File: config.mk
export PLATFORM = sky130hd
export DESIGN_NAME = hazard_controller
export DESIGN_NICKNAME = d
export VERILOG_FILES = /design/src/rtl/hazard_controller_pkg.sv /design/src/rtl/hazard_controller_operand_use_decoder.sv /design/src/rtl/hazard_controller.sv
export SDC_FILE = /design/constraint.sdc
export NUM_CORES = 1
export LEC_CHECK = 0
export CORE_MARGIN = 2
export CORE_UTILIZATION = 49
export CTS_CLUSTER_SIZE = 12
export DETAILED_ROUTE_END_ITERATION = 6
export PLACE_DENSITY = 0.89
export SLEW_MARGIN = 20
export SYNTH_ARGS = -nofsm -noshare
export SYNTH_HDL_FRONTEND = slang
export SYNTH_SLANG_ARGS = --single-unit
export TNS_END_PERCENT = 5
File: constraint.sdc
create_clock -name clk -period 3.54 [get_ports clk]
set_clock_uncertainty 0.1 [all_clocks]
set_input_delay 0.708 -clock clk [delete_from_list [all_inputs] [get_ports clk]]
set_output_delay 0.708 -clock clk [all_outputs]
set_load 0.03 [all_outputs]
File: src/rtl/hazard_controller_pkg.sv
// Shared RISC-V opcode constants and hazard-controller FSM encodings.
package hazard_controller_pkg;

    localparam logic [6:0] OPC_OP     = 7'b0110011;
    localparam logic [6:0] OPC_OP_IMM = 7'b0010011;
    localparam logic [6:0] OPC_LOAD   = 7'b0000011;
    localparam logic [6:0] OPC_STORE  = 7'b0100011;
    localparam logic [6:0] OPC_BRANCH = 7'b1100011;
    localparam logic [6:0] OPC_JALR   = 7'b1100111;

    localparam logic [6:0] FUNCT7_MUL  = 7'h01;
    localparam logic [2:0] FUNCT3_MUL  = 3'd0;
    localparam logic [4:0] REG_X0      = 5'd0;

    typedef enum logic [1:0] {
        ST_RUN      = 2'd0,
        ST_MUL_WAIT = 2'd1,
        ST_FLUSH    = 2'd2
    } hz_state_t;

endpackage

File: src/rtl/hazard_controller_operand_use_decoder.sv
// Combinational decode of which source registers an instruction reads, and MUL detection.
module operand_use_decoder
    import hazard_controller_pkg::*;
(
    input  logic [31:0] instr,
    output logic [4:0]  rs1,
    output logic [4:0]  rs2,
    output logic        rs1_used,
    output logic        rs2_used,
    output logic        is_mul
);

    logic [6:0] opcode;
    logic [2:0] funct3;
    logic [6:0] funct7;
    logic       unused_rd_bits;

    assign opcode = instr[6:0];
    assign funct3 = instr[14:12];
    assign funct7 = instr[31:25];
    assign rs1    = instr[19:15];
    assign rs2    = instr[24:20];
    // rd never takes part in hazard detection on the decode side
    assign unused_rd_bits = ^instr[11:7];

    assign rs1_used = (opcode == OPC_OP)    || (opcode == OPC_OP_IMM) ||
                      (opcode == OPC_LOAD)  || (opcode == OPC_STORE)  ||
                      (opcode == OPC_BRANCH)|| (opcode == OPC_JALR);
    assign rs2_used = (opcode == OPC_OP) || (opcode == OPC_STORE) || (opcode == OPC_BRANCH);
    assign is_mul   = (opcode == OPC_OP) && (funct3 == FUNCT3_MUL) && (funct7 == FUNCT7_MUL);

endmodule

File: src/rtl/hazard_controller.sv
// Pipeline sequencing: load-use bubbles, multi-cycle MUL occupancy and branch wrong-path flush.
module hazard_controller
    import hazard_controller_pkg::*;
#(
    parameter int MUL_LATENCY = 4,
    parameter int FLUSH_DEPTH = 2
) (
    input  logic        clk,
    input  logic        reset,
    input  logic [31:0] dec_instr,
    input  logic        ex_dest_enable,
    input  logic [4:0]  ex_dest_number,
    input  logic        ex_is_load,
    input  logic        branch_taken,
    output logic        fetch_stall,
    output logic        kill_instr,
    output logic        mul_busy,
    output logic [1:0]  state,
    output logic [31:0] bubble_count
);

    hz_state_t   state_reg, state_next;
    logic [3:0]  cnt_reg, cnt_next;
    logic [31:0] bubble_count_reg;

    logic [4:0] rs1, rs2;
    logic       rs1_used, rs2_used, is_mul;
    logic       load_use_hit;

    operand_use_decoder u_decoder (
        .instr    (dec_instr),
        .rs1      (rs1),
        .rs2      (rs2),
        .rs1_used (rs1_used),
        .rs2_used (rs2_used),
        .is_mul   (is_mul)
    );

    assign load_use_hit = ex_is_load && ex_dest_enable && (ex_dest_number != REG_X0) &&
                          ((rs1_used && (rs1 == ex_dest_number)) ||
                           (rs2_used && (rs2 == ex_dest_number)));

    always_comb begin
        fetch_stall = 1'b0;
        kill_instr  = 1'b0;
        mul_busy    = 1'b0;
        state_next  = state_reg;
        cnt_next    = cnt_reg;

        // A taken branch redirects fetch, so it overrides any occupancy in progress
        if (branch_taken) begin
            kill_instr = 1'b1;
            if (FLUSH_DEPTH == 1) begin
                state_next = ST_RUN;
                cnt_next   = 4'd0;
            end else begin
                state_next = ST_FLUSH;
                cnt_next   = 4'(FLUSH_DEPTH - 1);
            end
        end else begin
            case (state_reg)
                ST_MUL_WAIT: begin
                    fetch_stall = 1'b1;
                    kill_instr  = 1'b1;
                    mul_busy    = 1'b1;
                    if (cnt_reg == 4'd1) begin
                        state_next = ST_RUN;
                        cnt_next   = 4'd0;
                    end else begin
                        cnt_next = cnt_reg - 4'd1;
                    end
                end
                ST_FLUSH: begin
                    kill_instr = 1'b1;
                    if (cnt_reg == 4'd1) begin
                        state_next = ST_RUN;
                        cnt_next   = 4'd0;
                    end else begin
                        cnt_next = cnt_reg - 4'd1;
                    end
                end
                default: begin
                    if (load_use_hit) begin
                        fetch_stall = 1'b1;
                        kill_instr  = 1'b1;
                    end else if (is_mul && (MUL_LATENCY > 1)) begin
                        state_next = ST_MUL_WAIT;
                        cnt_next   = 4'(MUL_LATENCY - 1);
                    end
                end
            endcase
        end

        if (reset) begin
            fetch_stall = 1'b0;
            kill_instr  = 1'b0;
            mul_busy    = 1'b0;
        end
    end

    always_ff @(posedge clk or posedge reset) begin
        if (reset) begin
            state_reg        <= ST_RUN;
            cnt_reg          <= 4'd0;
            bubble_count_reg <= 32'd0;
        end else begin
            state_reg <= state_next;
            cnt_reg   <= cnt_next;
            if (kill_instr) begin
                bubble_count_reg <= bubble_count_reg + 32'd1;
            end
        end
    end

    assign state        = state_reg;
    assign bubble_count = bubble_count_reg;

endmodule
### After elaboration in Yosys (flattened, before gate mapping)

Index checks and enable logic that the tools add are counted.

| storage, ports and cells | value |
|---|---|
| input bits | 42 |
| bits in registers | 38 |

| cells by class | value |
|---|---|
| eq/ne operators | 14 |
| reductions and logical operators | 21 |
| multiplexer cells | 20 |
| add/sub/neg operators | 2 |

Operators with widths:

| cell | count |
|---|---|
| $add A32 B1 Y32 const B | 1 |
| $mux W4 | 5 |
| $eq A7 B6 Y1 const B | 2 |
| $eq A7 B7 Y1 const B | 2 |
| $eq A5 B5 Y1 | 2 |
| $mux W2 | 5 |
| $mux W1 | 9 |
| $logic_or A1 B1 Y1 | 8 |
| $eq A7 B1 Y1 const B | 1 |
| $eq A7 B2 Y1 const B | 1 |
| $eq A7 B5 Y1 const B | 1 |
| $logic_and A1 B1 Y1 | 7 |
| $reduce_bool A5 Y1 | 1 |
| $eq A4 B1 Y1 const B | 1 |
| $sub A4 B1 Y4 const B | 1 |
| $logic_not A3 Y1 | 1 |
| $ne A3 B1 Y1 const B | 1 |
| $ne A3 B3 Y1 const B | 1 |
| $reduce_and A3 Y1 | 1 |
| $reduce_bool A3 Y1 | 1 |
| $eq A2 B1 Y1 const B | 1 |
| $eq A2 B2 Y1 const B | 1 |
| $pmux W1 S2 | 1 |
| $reduce_and A2 Y1 | 1 |
| $reduce_or A2 Y1 | 1 |

### Longest topological paths before layout

| logic depth | value |
|---|---|
| word-level depth | 13 |
| depth in mapped cells | 9 |

### Cells and area by module

Synthesis repeated with hierarchy kept, for this count alone.

| second synthesis, totals | value |
|---|---|
| cells, all modules | 226 |
| area, all modules | 2233.4 um^2 |

Modules (own cells, without submodules):

| module | area each (um^2) | sequential area each (um^2) | cells an instance | instances |
|---|---|---|---|---|
| hazard_controller | 2083.2 | 950.9 | 205 | 1 |
| operand_use_decoder | 150.1 | 0.0 | 21 | 1 |

### Worst setup path after synthesis

No wires, ideal clock.

| timing path | value |
|---|---|
| kind | input-to-output |
| start | input ex_dest_number[4] |
| end | output fetch_stall |
| stages on the path | 6 |
| data arrival time | 2163 ps |
| path slack | 569 ps |
| path buffers | 0 |
| cell sequence | xor2_1 nor4_1 nand3_1 a211oi_1 a21oi_1 nor3_1 |

| between the ends | value |
|---|---|
| longest elaborated chain between the ends | 8 |

Ends and longest elaborated chain:

| item | RTL line | text |
|---|---|---|
| start: declaration | hazard_controller.sv:12 | `input logic [4:0] ex_dest_number,` |
| $eq A5 B5 Y1 (on tied branches) | hazard_controller.sv:40, hazard_controller.sv:41 |  |
| $logic_and A1 B1 Y1 (on tied branches) | hazard_controller.sv:40, hazard_controller.sv:41 |  |
| $logic_or A1 B1 Y1 | hazard_controller.sv:40 | `((rs1_used && (rs1 == ex_dest_number)) \|\|` |
| $logic_and A1 B1 Y1 * | hazard_controller.sv:39 | `assign load_use_hit = ex_is_load && ex_dest_enable && (ex_dest_number != REG_X0) &&` |
| $mux W1 * | hazard_controller.sv:83 | `if (load_use_hit) begin` |
| $pmux W1 S2 * | hazard_controller.sv:61 | `case (state_reg)` |
| $mux W1 * | hazard_controller.sv:51 | `if (branch_taken) begin` |
| $mux W1 * | hazard_controller.sv:94 | `if (reset) begin` |
| end: declaration | hazard_controller.sv:15 | `output logic fetch_stall,` |

Every way passes the cells marked *; elsewhere a longest branch is shown, timed or not.

### Final worst setup path

| timing path | value |
|---|---|
| start | input ex_dest_number[4] |
| end | output kill_instr |

| between the ends | value |
|---|---|
| longest elaborated chain between the ends | 8 |

Ends and longest elaborated chain:

| item | RTL line | text |
|---|---|---|
| $eq A5 B5 Y1 (on tied branches) | hazard_controller.sv:40, hazard_controller.sv:41 |  |
| $logic_and A1 B1 Y1 (on tied branches) | hazard_controller.sv:40, hazard_controller.sv:41 |  |
| $logic_or A1 B1 Y1 | hazard_controller.sv:40 |  |
| $logic_and A1 B1 Y1 * | hazard_controller.sv:39 |  |
| $mux W1 * | hazard_controller.sv:83 |  |
| $mux W1 * | hazard_controller.sv:61 |  |
| $mux W1 * | hazard_controller.sv:51 |  |
| $mux W1 * | hazard_controller.sv:94 |  |
| end: declaration | hazard_controller.sv:16 | `output logic kill_instr,` |

Marked as above.

==> key figures <==
Detailed routing
  – Average routed wire per standard cell: 16.0 um
  – Vias: 2042
  – Vias/cell: 5.85
  – Pre-Repair DR Iteration Count: 4
  – Drt initial violations: 150
  – WL final: 5590 um
  – Antenna-violating nets left: 0
  – DRC viols: 0

Finish
  – Max reg flops: 32
  – Fin nets: 344
  – Layout Cells excl Fill: 349
  – Layout area overhead: 38.9%
  – Share of layout cells above drive strength 1: 0.0842
  – Final design utilization: 0.707
  – Ant diodes: 0

Timing
  – Highest clock rate: 292 MHz
  – Final worst-path cycle share: 0.968
  – Post-layout min period: 3430 ps
  – Fin. max-slew vios: 0
  – Slew of the pin with the lowest slew margin: 741 ps
  – Final-report hold violation count: 0
  – # setup viols final: 0
  – Final WS setup: 113 ps
  – Setup TNS: 0 ps
  – Relative slew slack: 0.504
  – RSZ-0062 raised after global routing: no

Clocking
  – Post-CTS setup buffers: 0
  – Worst-case clock buffer depth: 2
  – Clock-pin transition on the worst setup and hold timing paths: 60 ps
  – TritonCTS Sinks: 38
  – Post-CTS sizing: 0
  – Root Driver: clkbuf_8
  – H-tree depth: 2
  – CTS Buf Count: 5
  – CTS tree: built
  – Hold buffers post-CTS: 0
  – Clk_lat worst skew: 290 ps

Placed design
  – Dpl cells: 343
  – GPL Wtd Cong: 0.815
  – Post-detail-place hpwl: 4210 um
  – Pre-CTS WS: 135 ps
  – Port bufs: 73

Logic synthesis
  – Asr flop ratio synth: 1.00
  – Sequential area share after synthesis: 0.426
  – Flops & latches, synth: 38
  – Share of the synthesized area in the top cell type: 0.426
  – Number of synthesized flops with an enable pin: 0
  – Cells after Synth: 225
  – Syn Area/Cell: 9.93 um^2
  – Post-synthesis cell type count: 40
  – Mapped Area: 2230 um^2
  – Cell accounting for the most synthesized area: dfrtp_1
  – Syn Nets: 271
  – Synth warn: 0
  – Predominant post-synthesis flop cell: dfrtp_1
  – Synth area leaders: dfrtp_1 43%, xor2_1 15%, a211oi_1 5.4%

Floorplan
  – Die area: 5110 um^2
  – # IOs: 79
  – Initial core utilization: 0.509
  – # rows: 24
  – Core region area: 4380 um^2
  – Die height: 71.5 um
  – DIE WIDTH: 71.5 um

Min path
  – Hold Crit Class: reg2reg
  – Hold Path Stages: 1

GRT
  – First-pass GRT wire length: 9250 um
  – GRT overflow: 0
  – Largest net degree at the start of global routing: 36
  – Initial antenna violation count: 0
  – GRT Total Usage: 0.230
  – Vias in the first global route: 1933

Power and ir drop
  – IR drop worst, VDD: 0.289 mV
  – Ratio of total power to cell area: 474 nW/um^2
  – Tot Pwr: 1.47 mW
  – Leak: 1.36 nW

Worst setup path
  – Worst-path fanout max: 3
  – Critical path, cell by cell: clkdlybuf4s50_1 > xor2_1 > nor4_1 > nand3_1 > a21o_1 > a21oi_1 > buf_4
  – CP Launch Type: input pin
  – Crit-path max cell delay: 470 ps
  – Nature of the critical path endpoint: output port
  – CP arrival: 2620 ps
  – R2R depth: 6
  – WP data required: 2730 ps
  – Slowest CP cell: clkdlybuf4s50_1
  – Worst setup path class: in2out

Run
  – Max Cap Viol: 0

Status
  – Status: finished, final reports clean
layout by cell type, fill, tap and decap left out, types with 2 or more instances in the layout:
master / count
nor3b_1: 2
nor2_1: 7
dfrtp_1: 38
nor4b_1: 2
nand4_1: 11
clkdlybuf4s50_1: 71
xor2_1: 38
xnor2_1: 3
a21o_1: 2
nand2_1: 7
ha_1: 4
a211oi_1: 16
a21oi_1: 18
inv_1: 10
nand3b_1: 2
nor4_1: 3
a2111oi_0: 7
nor3_1: 2
buf_4: 8
clkbuf_8: 6
nand3_1: 17
and4_1: 4
cell families (layout without fill, tap and decap cells):
group | after synthesis | after routing | share of synthesized area
compound gates | 50 | 50 | 0.154
flops | 38 | 38 | 0.426
mux | 1 | 1 | 0.00504
xor+xnor | 41 | 41 | 0.161
fa+ha+maj | 4 | 4 | 0.0224
buf+inv | 23 | 95 | 0.0403
simple gates | 68 | 68 | 0.192
area by class of cell:
class,count,area [um^2]
multi-input combinational,164,1190
inverter,10,37.5
tap,52,65.1
timing repair buffer,79,771
fill,322,1280
sequential,38,951
clock buffer,6,82.6
routing by layer:
metal / share of wire / GRT usage / wire length (um) / vias up
met3: 0.050 / 0.0534 / 278 / 4
met1: 0.43 / 0.308 / 2430 / 1001
met5: 0 / 0 / 0 / -
met2: 0.51 / 0.361 / 2850 / 61
met4: 0.0052 / 0.0922 / 29 / 0
li1: - / - / - / 976
through the flow:
stage / instance area, um^2 / hold slack [ps]
5_1_grt: 3100 / 394
3_3_place_gp: 3020 / 360
3_5_place_dp: 3020 / 376
2_1_floorplan: 2230 / 463
6_report: 3100 / 382
4_1_cts: 3100 / 386
critical path, delay by kind of cell:
kind	cells	cell delay [ps]
XOR/XNOR	1	180
AND/OR/NAND/NOR	2	500
AO/OA/AOI/OAI	2	530
buffers and inverters	2	700
worst paths after layout:
kind                                               from                      endpoint  slack [ps]
max                                   ex_dest_number[4]                    kill_instr         110
min                        bubble_count[31]$_DFFE_PP0P_  bubble_count[31]$_DFFE_PP0P_         380
max reg2reg                 bubble_count[5]$_DFFE_PP0P_  bubble_count[26]$_DFFE_PP0P_        1070
min reg2reg                bubble_count[31]$_DFFE_PP0P_  bubble_count[31]$_DFFE_PP0P_         380
max in group asynchronous                         reset  bubble_count[30]$_DFFE_PP0P_        1470
min in group asynchronous                         reset   bubble_count[5]$_DFFE_PP0P_        1150
where the power goes:
group	internal [mW]	total, mW	switching (mW)	leakage [nW]
clock	0.150	0.291	0.141	0.0431
combinational	0.251	0.574	0.323	0.821
sequential	0.508	0.604	0.0967	0.490
total	0.909	1.47	0.560	1.36
cell usage after synthesis (3+ instances only):
library cell / instances
nand3_1: 17
nand4_1: 11
a21oi_1: 18
a2111oi_0: 7
nor4_1: 3
xnor2_1: 3
clkbuf_1: 8
xor2_1: 38
nor2_1: 8
a211oi_1: 16
and4_1: 4
inv_1: 10
nand2_1: 7
ha_1: 4
dfrtp_1: 38
buf_2: 3
(Power assumes the default switching activity.)
